**config.mk**
```make
export PLATFORM = sky130hd
export DESIGN_NAME = tetris_move_sched
export DESIGN_NICKNAME = d
export VERILOG_FILES = /design/src/rtl/tetris_move_sched.sv
export SDC_FILE = /design/constraint.sdc
export NUM_CORES = 1
export LEC_CHECK = 0
export ABC_AREA = 1
export BUFFER_PORTS_ARGS = -buffer_cell sky130_fd_sc_hd__buf_2
export CORE_MARGIN = 4
export CORE_UTILIZATION = 65
export DETAILED_ROUTE_END_ITERATION = 12
export GPL_TIMING_DRIVEN = 0
export PLACE_DENSITY = 0.82
export SLEW_MARGIN = 15
export SYNTH_ARGS = -nofsm -noshare
export SYNTH_HDL_FRONTEND = slang
export SYNTH_SLANG_ARGS = --single-unit
```
**constraint.sdc**
```tcl
create_clock -name clk -period 2.62 [get_ports clk]
set_clock_uncertainty 0.05 [all_clocks]
set_input_delay 0.262 -clock clk [delete_from_list [all_inputs] [get_ports clk]]
set_output_delay 0.262 -clock clk [all_outputs]
set_load 0.05 [all_outputs]
```
**src/rtl/tetris_move_sched.sv**
```systemverilog
// Central move sequencer: debounces player keys, times gravity, arbitrates
// moves into one valid/ready/response command stream, and controls piece spawn.

module tetris_key_deb #(
    parameter int unsigned DEB_CYCLES = 250000,
    parameter int unsigned CNT_W      = 25
) (
    input  logic clk,
    input  logic rst,
    input  logic key_raw,
    output logic key_rise
);

    localparam logic [CNT_W-1:0] DEB_LAST = CNT_W'(DEB_CYCLES - 1);
    localparam logic [CNT_W-1:0] CNT_ONE  = CNT_W'(1);

    logic             sync1_q, sync1_d;
    logic             sync2_q, sync2_d;
    logic             acc_q, acc_d;
    logic [CNT_W-1:0] cnt_q, cnt_d;

    always_comb begin
        sync1_d = key_raw;
        sync2_d = sync1_q;
        acc_d   = acc_q;
        cnt_d   = '0;
        // counter runs only while the synchronized level disagrees with the accepted one
        if (sync2_q != acc_q) begin
            if (cnt_q == DEB_LAST) begin
                acc_d = sync2_q;
            end else begin
                cnt_d = cnt_q + CNT_ONE;
            end
        end
        key_rise = acc_d & ~acc_q;
    end

    always_ff @(posedge clk or negedge rst) begin
        if (!rst) begin
            sync1_q <= 1'b0;
            sync2_q <= 1'b0;
            acc_q   <= 1'b0;
            cnt_q   <= '0;
        end else begin
            sync1_q <= sync1_d;
            sync2_q <= sync2_d;
            acc_q   <= acc_d;
            cnt_q   <= cnt_d;
        end
    end

endmodule

module tetris_move_sched #(
    parameter int unsigned TICK_DIV   = 25000000,
    parameter int unsigned DEB_CYCLES = 250000,
    parameter int unsigned CNT_W      = 25
) (
    input  logic       clk,
    input  logic       rst,
    input  logic       key_left,
    input  logic       key_right,
    input  logic       key_change,
    input  logic [1:0] speed_sel,
    input  logic       frame_gate,
    output logic       cmd_valid,
    output logic [1:0] cmd,
    input  logic       cmd_ready,
    input  logic       resp_valid,
    input  logic       resp_blocked,
    output logic       update_en,
    input  logic       spawn_blocked,
    output logic       game_over,
    output logic       busy
);

    typedef enum logic [2:0] {
        ST_INIT,
        ST_SPAWN,
        ST_CHECK,
        ST_IDLE,
        ST_ISSUE,
        ST_WAIT,
        ST_OVER
    } state_e;

    typedef enum logic [1:0] {
        CMD_DOWN   = 2'd0,
        CMD_LEFT   = 2'd1,
        CMD_RIGHT  = 2'd2,
        CMD_ROTATE = 2'd3
    } cmd_e;

    localparam logic [CNT_W-1:0] CNT_ONE = CNT_W'(1);

    logic [2:0]       key_rise;
    logic [CNT_W-1:0] grav_cnt_q, grav_cnt_d;
    logic [CNT_W-1:0] grav_lim;
    logic             grav_tick;
    logic [3:0]       pend_q, pend_d;
    logic             handshake;
    cmd_e             win;

    state_e state_q, state_d;
    cmd_e   cmd_q, cmd_d;
    logic   cmd_valid_q, cmd_valid_d;
    logic   update_en_q, update_en_d;
    logic   game_over_q, game_over_d;
    logic   busy_q, busy_d;

    tetris_key_deb #(.DEB_CYCLES(DEB_CYCLES), .CNT_W(CNT_W)) u_deb_left (
        .clk      (clk),
        .rst      (rst),
        .key_raw  (key_left),
        .key_rise (key_rise[0])
    );

    tetris_key_deb #(.DEB_CYCLES(DEB_CYCLES), .CNT_W(CNT_W)) u_deb_right (
        .clk      (clk),
        .rst      (rst),
        .key_raw  (key_right),
        .key_rise (key_rise[1])
    );

    tetris_key_deb #(.DEB_CYCLES(DEB_CYCLES), .CNT_W(CNT_W)) u_deb_change (
        .clk      (clk),
        .rst      (rst),
        .key_raw  (key_change),
        .key_rise (key_rise[2])
    );

    // Equality compare: a limit lowered below the current count wraps via overflow.
    always_comb begin
        grav_lim   = CNT_W'((TICK_DIV >> speed_sel) - 1);
        grav_cnt_d = grav_cnt_q;
        grav_tick  = 1'b0;
        if (state_q == ST_SPAWN) begin
            grav_cnt_d = '0;
        end else if (state_q != ST_OVER) begin
            if (grav_cnt_q == grav_lim) begin
                grav_cnt_d = '0;
                grav_tick  = 1'b1;
            end else begin
                grav_cnt_d = grav_cnt_q + CNT_ONE;
            end
        end
    end

    // Pending flags are indexed by command code; a set in the handshake cycle wins.
    always_comb begin
        handshake = (state_q == ST_ISSUE) && cmd_ready;
        pend_d    = pend_q;
        if (handshake) begin
            pend_d[cmd_q] = 1'b0;
        end
        if (state_q != ST_OVER) begin
            pend_d = pend_d | {key_rise[2], key_rise[1], key_rise[0], grav_tick};
        end
    end

    always_comb begin
        win = CMD_DOWN;
        if (pend_q[CMD_ROTATE]) begin
            win = CMD_ROTATE;
        end else if (pend_q[CMD_LEFT]) begin
            win = CMD_LEFT;
        end else if (pend_q[CMD_RIGHT]) begin
            win = CMD_RIGHT;
        end
    end

    always_comb begin
        state_d = state_q;
        cmd_d   = cmd_q;
        case (state_q)
            ST_INIT:  state_d = ST_SPAWN;
            ST_SPAWN: state_d = ST_CHECK;
            ST_CHECK: state_d = spawn_blocked ? ST_OVER : ST_IDLE;
            ST_IDLE: begin
                if (frame_gate && (pend_q != '0)) begin
                    state_d = ST_ISSUE;
                    cmd_d   = win;
                end
            end
            ST_ISSUE: begin
                if (cmd_ready) begin
                    state_d = ST_WAIT;
                end
            end
            ST_WAIT: begin
                if (resp_valid) begin
                    state_d = (cmd_q == CMD_DOWN && resp_blocked) ? ST_SPAWN : ST_IDLE;
                end
            end
            ST_OVER:  state_d = ST_OVER;
            default:  state_d = ST_INIT;
        endcase
        cmd_valid_d = (state_d == ST_ISSUE);
        update_en_d = (state_d == ST_SPAWN);
        game_over_d = (state_d == ST_OVER);
        busy_d      = (state_d != ST_IDLE);
    end

    always_ff @(posedge clk or negedge rst) begin
        if (!rst) begin
            state_q     <= ST_INIT;
            cmd_q       <= CMD_DOWN;
            cmd_valid_q <= 1'b0;
            update_en_q <= 1'b0;
            game_over_q <= 1'b0;
            busy_q      <= 1'b1;
            grav_cnt_q  <= '0;
            pend_q      <= '0;
        end else begin
            state_q     <= state_d;
            cmd_q       <= cmd_d;
            cmd_valid_q <= cmd_valid_d;
            update_en_q <= update_en_d;
            game_over_q <= game_over_d;
            busy_q      <= busy_d;
            grav_cnt_q  <= grav_cnt_d;
            pend_q      <= pend_d;
        end
    end

    assign cmd_valid = cmd_valid_q;
    assign cmd       = cmd_q;
    assign update_en = update_en_q;
    assign game_over = game_over_q;
    assign busy      = busy_q;

endmodule
```
After elaboration in Yosys (flattened, before gate mapping)
Cells that the tools add are included.
- bitwise operators: 9
- equality and inequality tests: 18
- multiplexer cells: 31
- magnitude comparators: 2
- $add $sub $neg: 5
- reductions and logical operators: 9
- shift-type cells: 1
- operator list (cell ; count):
    $mux 25 ; 9
    $add 25x1->25 const B ; 4
    $eq 25x18->1 const B ; 3
    $eq 25x25->1 ; 1
    $shr 25x2->25 const A ; 1
    $sub 25x1->25 const B ; 1
    $pmux 3 s7 ; 1
    $eq 3x3->1 const B ; 5
    $mux 3 ; 4
    $mux 1 ; 10
    $mux 2 ; 4
    $mux 4 ; 2
    $eq 3x1->1 const B ; 2
    $eq 3x2->1 const B ; 2
    $and 4x4->4 ; 1
    $logic_and 1x1->1 ; 4
    $not 4->4 ; 1
    $or 4x4->4 ; 1
    $reduce_bool 4->1 ; 1
    $and 1x1->1 ; 3
    $logic_not 3->1 ; 1
    $lt 2x3->1 const B ; 1
    $ne 1x1->1 ; 3
    $ne 3x2->1 const B ; 1
    7 further kinds ; 9
- register bits: 122
- input port bits: 12
- logic and storage cells: 95
- output and inout bits: 6

Logic depth before layout (Yosys ltp)
- depth in word-level cells: 9
- gate-level depth with buffers: 12
- depth with buffers taken out: 11

Hierarchy
From an unflattened synthesis, not the netlist that was laid out.
- cell total of the unflattened synthesis: 1096
- area, all modules: 7659.8 sq um
- modules (own cells, without submodules) (module ; cells each ; instances ; seq. area each (sq um) ; area each (sq um)):
    tetris_key_deb ; 213 ; 3 ; 700.7 ; 1581.5
    tetris_move_sched ; 457 ; 1 ; 952.2 ; 2915.3

Worst setup path after synthesis
OpenSTA, ideal clock, no wires.
- path kind: register to register
- from: reg grav_cnt_q[0]
- to: reg grav_cnt_q[14]
- arrival: 1.352 ns
- required time: 2.453 ns
- path slack: 1.101 ns
- buffers on the path: 0
- period minus slack after synthesis: 1.519 ns
- library setup time: 0.117 ns
- cell stages (with the launch flop): 9
- cell sequence: dfrtp_1 ha_1 nand2_1 nor2_1 nand3_2 o21ai_0 nand2_1 nand3_1 nand2_1
- cells in the longest elaborated chain, start to end: 4
- elaborated cells on any way between the ends: 5
- classes of those cells: 1 x add/sub; 1 x eq/ne; 3 x mux
- ends and longest elaborated chain (item ; line ; source):
    start, declared ; 97 ; logic [CNT_W-1:0] grav_cnt_q, grav_cnt_d;
    start signal, assigned ; 221 ; grav_cnt_q <= grav_cnt_d;
    $add 25x1->25 or $eq 25x25->1 (tied branches) ; 144, 140 ;
    $mux 25 (*) ; 140 ; if (grav_cnt_q == grav_lim) begin
    $mux 25 (*) ; 139 ; end else if (state_q != ST_OVER) begin
    $mux 25 (*) ; 137 ; if (state_q == ST_SPAWN) begin
Mark *: on every way between the ends. The rest lies on a longest branch, timed or not. The select of a mux whose other input is x is not followed.
A chain may end at the register's enable or synchronous reset.

Worst setup path in the final report
- from: reg u_deb_left.cnt_q[0]
- to: reg u_deb_left.cnt_q[14]
- cells in the longest elaborated chain, start to end: 3
- elaborated cells on any way between the ends: 4
- classes of those cells: 1 x add/sub; 1 x eq/ne; 2 x mux
- ends and longest elaborated chain (item ; line ; source):
    start, declared ; 20 ; logic [CNT_W-1:0] cnt_q, cnt_d;
    start signal, assigned ; 48 ; cnt_q <= cnt_d;
    $add 25x1->25 or $eq 25x18->1 (tied branches) ; 32, 29 ;
    $mux 25 (*) ; 29 ; if (cnt_q == DEB_LAST) begin
    $mux 25 (*) ; 28 ; if (sync2_q != acc_q) begin
    net u_deb_left.cnt_d[14] ; 20 ;
Mark *: on every way through the listed nets, which the timed path passes. The rest lies on a longest branch.

==> metrics.txt <==
outcome finished, final reports clean; Critical Path Fanout Max 3; GRT Resource Usage Total 29.5%; initial antenna violation count 0; Final Worst Setup Slack 0.644 ns; commonest non-fill, non-tap cell in the layout nand2_1; number of flops mapped to enable cells by yosys 0; routed len/inst 14.5 µm; TritonCTS clock tree built; cells resized by post-CTS repair 0; Slew @ Worst Pin 0.735 ns; CP endpoint kind flip-flop; final RePlAce weighted congestion 0.947; Die Span X 113 µm; layer with the highest usage met2; post-synth cell types 39; Arr. time, crit path 2.32 ns; Initial DRC Count 715; GR Overflow Total 0; Reg-to-Reg Start u_deb_left.cnt_q[0]; core box area 10800 µm²; Critical Path Start u_deb_left.cnt_q[0]; Final Cell Area 8100 µm²; Post-synth ARST share 100%; Ports 18; post-layout minimum cycle time 1.98 ns; sequential share of the synthesized area 42.7%; synthesized area 7160 µm²; Final Max Tran Viols 0; num rows 38; met2 Usage GRT 44.5%; largest net degree at the start of global routing 64; RSZ-0062 raised after global routing no; via density per instance 5.59; crit path kind flip-flop to flip-flop; # DRC 0; Area after DPL 7450 µm²; Net count, final 1079; Max Buffers Root-to-Sink 2; worst-skew pair later-pin latency 0.54 ns; Max-slew headroom 50.8%; Synth Net Count 1038; placed cells 1180; worst path cell trace ha_1, nand2_1, nor2_1, nand2_1, inv_1, nand3_1, inv_1, nor2_1, nor3b_1; fillers 861; register bit count reported by yosys 122; diodes inserted 0; Gate Count Post-Synth 1022; f_max 506 MHz; Max Cap Viol 0; detailed-route via count 6789; Fin. Hold Viols 0; Syn Area/Cell 7.00 µm²; # setup viols final 0; worst hold path type primary input to flip-flop; startpoint types flip-flop; synthesis warning total 0; Hold Startpoint frame_gate; Finished Layout Cells 1215; Clock Tree Root clkbuf_8; PortBufs 17; dpl hpwl 12000 µm; clock sink total 122; met3 GRT Util 6.20%; vias in the first global route 6484; Final ANT Viol Nets 0; TritonCTS Buffers 17; Worst-path clk slew 0.06 ns; P&R area growth vs syn 13.1%; global routing usage on met1 41.9%; drt first pass iters 5; Starting Density 66.3%; WL final 17600 µm; WP data required 2.97 ns; Max IR drop VDD 533 µV; H-tree levels 4; Die H 113 µm; die area 12800 µm²; Top FF cell, synth dfrtp_1; first-pass GRT wire length 30200 µm; cell leakage power 3.67 nW; slowest library cell on the worst path dfrtp_1; commonest non-fill, non-tap cells in the layout nand2_1, nor2_1, inv_1, dfrtp_1, nand3_1; Crit path largest cell delay 0.38 ns; Setup WS pre-CTS 0.800 ns; fraction of layout instances using a drive strength above 1 7.35%; Power Density 768 nW/µm²; fin crit share 75.4%; final core occ 75.0%
-- routing by layer --
metal  vias up  wire [µm]
li1       3343          -
met4         0        426
met2       244       8050
met3        46       1110
met5         -          0
met1      3156       7970
-- worst paths after layout --
path	endpoint	slack, ns	depth (start not counted)
min in group asynchronous	grav_cnt_q[15]	0.21	2
worst min register to register	u_deb_left.sync2_q	0.30	0
worst max register to register	u_deb_left.cnt_q[14]	0.64	9
max in group asynchronous	u_deb_left.cnt_q[13]	1.62	3
worst max-delay path	u_deb_left.cnt_q[14]	0.64	9
worst min-delay path	cmd[0]	0.02	3
-- layout make-up --
cell class,instances,area [µm²],area share (%)
Buffer,15,85.1,1.05
Clock buffer,20,435,5.38
Clock inverter,11,170,2.10
Inverter,135,507,6.26
Multi-Input combinational cell,750,3510,43.4
Sequential cell,122,3050,37.7
Tap cell,140,175,2.16
Timing Repair Buffer,22,159,1.96
-- critical path, delay by kind of cell (launching register included) --
kind                     cells  cell delay (ns)
AND/OR/NAND/NOR              6             0.97
adder cells (fa/ha/maj)      1             0.21
flip-flops                   1             0.38
buffers and inverters        2             0.23
-- synthesized netlist by cell type, drive strengths merged (8+ instances only) --
cell type	number	area share (%)
xor2	24	2.9
inv	135	7.1
nor3	57	4.1
dfrtp	121	42
nand4	25	2.2
o21ai	31	2.2
a21oi	15	1.0
nor2	185	10
nor3b	16	1.7
nand2	275	15
buf	8	0.80
nand3	86	6.3
-- kinds of logic after synthesis --
kind of cell	share of synthesized area (%)
and+or+nand+nor	40.0
buffers and inverters	8.27
DFF	42.7
AOI/OAI and AO/OA	4.90
xor gates and xnor gates	3.43
adders and majority gates	0.699
-- power breakdown --
part	leakage, nW	switching, mW	internal [mW]
clock	0.287	0.874	1.57
combinational	1.74	0.921	0.431
sequential	1.64	0.289	2.14
total	3.67	2.08	4.14
-- per-stage QoR --
step	setup TNS, ns	hold WS, ns	power, mW
floorplan	0	-0.0836	3.37
global placement	-29.49	0.283	3.73
detailed placement	0	0.221	3.76
CTS	0	0.00308	6.22
global route	0	0.0507	6.56
finish	0	0.0196	6.22
-- timing repair --
| action | in CTS | in global routing |
|---|---|---|
| buffers inserted | 0 | 0 |
| hold buffers | 4 | 0 |
| endpoints found under the hold margin | 64 | 0 |
-- registers in the layout (all words and copies together), names as in the netlist, 2 cells and up --
signal              count
grav_cnt_q             25
u_deb_change.cnt_q     25
u_deb_left.cnt_q       25
u_deb_right.cnt_q      25
pend_q                  4
state_q                 3
cmd                     2
Power figures use the tool's default switching activity.
